<file path="config.mk">
export PLATFORM = sky130hd
export DESIGN_NAME = piso_serializer
export DESIGN_NICKNAME = d
export VERILOG_FILES = /design/src/rtl/piso_pkg.sv /design/src/rtl/piso_shift_datapath.sv /design/src/rtl/piso_serializer.sv
export SDC_FILE = /design/constraint.sdc
export NUM_CORES = 1
export LEC_CHECK = 0
export CAP_MARGIN = 20
export CORE_AREA = 2 2 39 41
export DETAILED_ROUTE_END_ITERATION = 10
export DIE_AREA = 0 0 41 43
export PLACE_DENSITY = 0.64
export SLEW_MARGIN = 40
export SYNTH_ARGS = -nofsm -noshare
export SYNTH_HDL_FRONTEND = slang
export SYNTH_SLANG_ARGS = --single-unit
</file>
<file path="constraint.sdc">
create_clock -name clk -period 2.3 [get_ports clk]
set_clock_uncertainty 0.15 [all_clocks]
set_input_delay 0.23 -clock clk [delete_from_list [all_inputs] [get_ports clk]]
set_output_delay 0.23 -clock clk [all_outputs]
set_load 0.02 [all_outputs]
</file>
<file path="src/rtl/piso_pkg.sv">
// Shared types and sizing helpers for the parallel-in serial-out serializer.
package piso_pkg;

  typedef enum logic [0:0] {
    ST_IDLE  = 1'b0,
    ST_SHIFT = 1'b1
  } state_e;

  // Bit-counter width: enough to hold WIDTH-1, never narrower than one bit.
  function automatic int cnt_w(input int width);
    return (width < 2) ? 1 : $clog2(width);
  endfunction

endpackage

</file>
<file path="src/rtl/piso_shift_datapath.sv">
// Shift register for the serializer: parallel load, then shift toward the output end with zero fill.
module piso_shift_datapath #(
  parameter int WIDTH     = 4,
  parameter bit MSB_FIRST = 1'b1
) (
  input  logic             clk,
  input  logic             load,
  input  logic             shift,
  input  logic [WIDTH-1:0] pi_data,
  output logic             out_bit
);

  logic [WIDTH-1:0] sr;
  logic [WIDTH-1:0] sr_shifted;

  generate
    if (WIDTH == 1) begin : g_single
      assign sr_shifted = '0;
    end else if (MSB_FIRST) begin : g_msb
      assign sr_shifted = {sr[WIDTH-2:0], 1'b0};
    end else begin : g_lsb
      assign sr_shifted = {1'b0, sr[WIDTH-1:1]};
    end
  endgenerate

  // NOTE: sr carries data only, so it has no reset; the control side masks
  // out_bit whenever no word is in flight.
  always_ff @(posedge clk) begin
    if (load) begin
      sr <= pi_data;
    end else if (shift) begin
      sr <= sr_shifted;
    end
  end

  assign out_bit = MSB_FIRST ? sr[WIDTH-1] : sr[0];

endmodule

</file>
<file path="src/rtl/piso_serializer.sv">
// Parallel-in serial-out stage with valid/ready on both sides and first/last framing.
module piso_serializer
  import piso_pkg::*;
#(
  parameter int WIDTH     = 4,
  parameter bit MSB_FIRST = 1'b1
) (
  input  logic             clk,
  input  logic             rst,
  input  logic [WIDTH-1:0] pi_data,
  input  logic             pi_valid,
  output logic             pi_ready,
  output logic             so_data,
  output logic             so_valid,
  input  logic             so_ready,
  output logic             so_first,
  output logic             so_last,
  output logic             busy
);

  localparam int             CW       = cnt_w(WIDTH);
  localparam logic [CW-1:0]  LAST_CNT = CW'(WIDTH - 1);

  state_e        state;
  logic [CW-1:0] bit_cnt;
  logic          shifting;
  logic          xfer;
  logic          accept;
  logic          out_bit;

  assign shifting = (state == ST_SHIFT);
  assign so_valid = shifting;
  assign busy     = shifting;
  assign so_first = shifting && (bit_cnt == '0);
  assign so_last  = shifting && (bit_cnt == LAST_CNT);
  assign so_data  = shifting && out_bit;
  assign xfer     = shifting && so_ready;

  // so_ready reaches pi_ready combinationally so the next word can load on
  // the same edge that retires the last bit of the current one.
  assign pi_ready = !rst && (!shifting || (so_last && so_ready));
  assign accept   = pi_valid && pi_ready;

  // NOTE: state registers use non-blocking assignments so every flop samples
  // pre-edge values regardless of statement order.
  always_ff @(posedge clk) begin
    if (rst) begin
      state   <= ST_IDLE;
      bit_cnt <= '0;
    end else if (accept) begin
      state   <= ST_SHIFT;
      bit_cnt <= '0;
    end else if (xfer) begin
      if (so_last) begin
        state   <= ST_IDLE;
        bit_cnt <= '0;
      end else begin
        bit_cnt <= bit_cnt + CW'(1);
      end
    end
  end

  piso_shift_datapath #(
    .WIDTH    (WIDTH),
    .MSB_FIRST(MSB_FIRST)
  ) u_datapath (
    .clk    (clk),
    .load   (accept),
    .shift  (xfer && !so_last),
    .pi_data(pi_data),
    .out_bit(out_bit)
  );

endmodule

</file>
==> results.ini <==
[status]
status = finished, final reports clean

[drt]
drc = 0
met1_length_um = 327
post_drt_via_cell_ratio = 4.26
dr_wl_met3_um = 50
drt_iter0_drc = 3
met2_length_um = 222
firstDrtPassIters = 4
wirelength_um = 611
wl_per_cell_um = 8.99
drtAntennaViolNets = 0
topRoutingLayerUsed = met4
vias = 290

[die]
io_pins = 14
rows = 14
core_um2 = 1380
die_x_um = 41
fp.dieH_um = 43
dieArea_um2 = 1760
initial_core_util_pct = 29.5

[final_layout]
fin_nets = 63
ff_latch_area_um2 = 180
multi_input_area_um2 = 209
drive_above_1_share_pct = 15.4
area_growth_pct = 41.4
fill_cells = 152
antenna_cells = 0
final_util_pct = 41.7

[grt]
grt_start_max_net_pins = 11
grt_antenna_before_repair = 0
grt_overflow_total = 0
grt_util_all_layers_pct = 9.51
grt_pass1_vias = 247
grt_pass1_wl_um = 1010

[synth]
yosys-top-cells-area = edfxtp_1, dfxtp_1, mux2_4
synth_edf_count = 4
netlist.area_leader.share_pct = 29.4
synth_nets = 46
synthesis.instances = 36
synth_seq_cells = 7
async_reset_ff_share_pct = 0
yosysSeqAreaShare_pct = 44.2
yosys.area.top_type = edfxtp_1
yosys_warnings = 0
yosys.cell_types.count = 19
syn_area_um2 = 408
synth-main-ff-cell = edfxtp_1
ys_top_cells_by_count = and2_1, edfxtp_1, nor2_1
syn_area_per_cell_um2 = 11.3

[pwr]
p_leak_nw = 0.230
power.density_nw_per_um2 = 568
ir_drop_mv = 0.256

[setup_path]
cpPeakStageDelay_ns = 0.61
slowest_stage = clkdlybuf4s50_1
crit_fanout = 4
worstPathCellList = ha_1, a21boi_4, nor2_1, clkdlybuf4s50_1
arrival_ns = 1.69
endpoint_kind = primary output
cp.required_ns = 1.92
startpoint_type = flop
critical_path_class = reg -> out

[clock_tree]
cts.repair.resized = 0
clk_path_buf_depth = 2
numCtsBuffers = 3
clkSinkCount = 7
clock_latency_ns = 0.25
cts_setup_buffers = 0
cts_tree = yes
cts_hold_buf = 0
clkTransAtPathRegs_ns = 0.05
cts_root_buf = clkbuf_4
cts_htree_levels = 1

[place]
hpwl_um = 463
port_buffers = 13
routabilityCongestion = 0.711

[sta]
finalCritPeriodShare_pct = 90.1
period_needed_ns = 2.07
rsz0062_at_grt = no
hold_viol_final = 0
fin_setup_tns_ns = 0
maxSlewViolCount = 0
max_freq_mhz = 482
setup_viol = 0
worstMarginPinSlew_ns = 0.297
slew_headroom_pct = 80.2

[min_path]
min_path_type = reg -> reg

[run]
cap_violations = 0

[worst max-delay path, delay by kind of cell (launching register included)]
kind / cells / cell delay, ns
adders and majority gates: 1 / 0.26
and+or+nand+nor: 1 / 0.10
DFF: 1 / 0.37
AOI/OAI and AO/OA: 1 / 0.10
buffers and inverters: 1 / 0.61
[sequential cells by signal (all words and copies together) (netlist names)]
register       count
u_datapath.sr      4
bit_cnt            2
busy               1
[layout by cell type, fill, tap and decap left out, drive strengths merged]
master / instances
a21boi: 1
a21oi: 1
and2: 4
clkbuf: 4
clkdlybuf4s50: 13
dfxtp: 3
edfxtp: 4
ha: 2
inv: 3
mux2: 3
mux2i: 2
nand2: 1
nand2b: 1
nor2: 5
nor2b: 1
nor3: 1
nor4bb: 1
o21a: 1
o21ai: 1
[path summary, 6_finish.rpt]
check                                         to  cells after the start  slack (ns)             start
worst max-delay path                    pi_ready                      4        0.23        bit_cnt[0]
worst max register to register  u_datapath.sr[2]                      4        0.68        bit_cnt[0]
worst min register to register  u_datapath.sr[3]                      1        0.40  u_datapath.sr[2]
worst min-delay path            u_datapath.sr[3]                      1        0.40  u_datapath.sr[2]
[cells by family (layout without fill, tap and decap cells)]
family	count (synthesis)	count (layout)	synth area share (%)
simple gates	14	14	20.2
flops	7	7	44.2
mux	5	5	16.0
compound gates	4	4	8.89
buf+inv	4	20	4.60
fa+ha+maj	2	2	6.13
[routing by layer]
metal / GRT usage, % / up-vias
met1: 12.2 / 123
met3: 4.71 / 2
met4: 12.0 / 0
met2: 9.38 / 12
met5: 0 / -
li1: - / 153
[report_power, final]
group          internal [mW]  total (mW)  switching [mW]  leakage [nW]
sequential             0.144       0.149         0.00536        0.0640
combinational         0.0395      0.0668          0.0272         0.151
clock                 0.0662       0.112          0.0458        0.0150
total                  0.249       0.328          0.0783         0.230
[cell type report]
class                   instances  area share (%)
well taps                      16            3.47
multi-input cells              25            36.2
clock buffers                   4            4.56
repair buffers                 13            22.6
flip-flops and latches          7            31.2
inverters                       3            1.95
[per-stage QoR]
| stage | setup slack (ns) | hold slack [ns] | std cells | total power [mW] | area, um^2 |
|---|---|---|---|---|---|
| after floorplan | 0.706 | 0.152 | 36 | 0.190 | 408 |
| after global placement | 0.298 | 0.380 | 64 | 0.218 | 551 |
| after detailed placement | 0.306 | 0.394 | 64 | 0.219 | 551 |
| after CTS | 0.211 | 0.408 | 68 | 0.336 | 577 |
| after global routing | 0.152 | 0.414 | 68 | 0.348 | 577 |
| final | 0.227 | 0.402 | 68 | 0.328 | 577 |
Note: power is estimated with default switching activity, not from simulation.
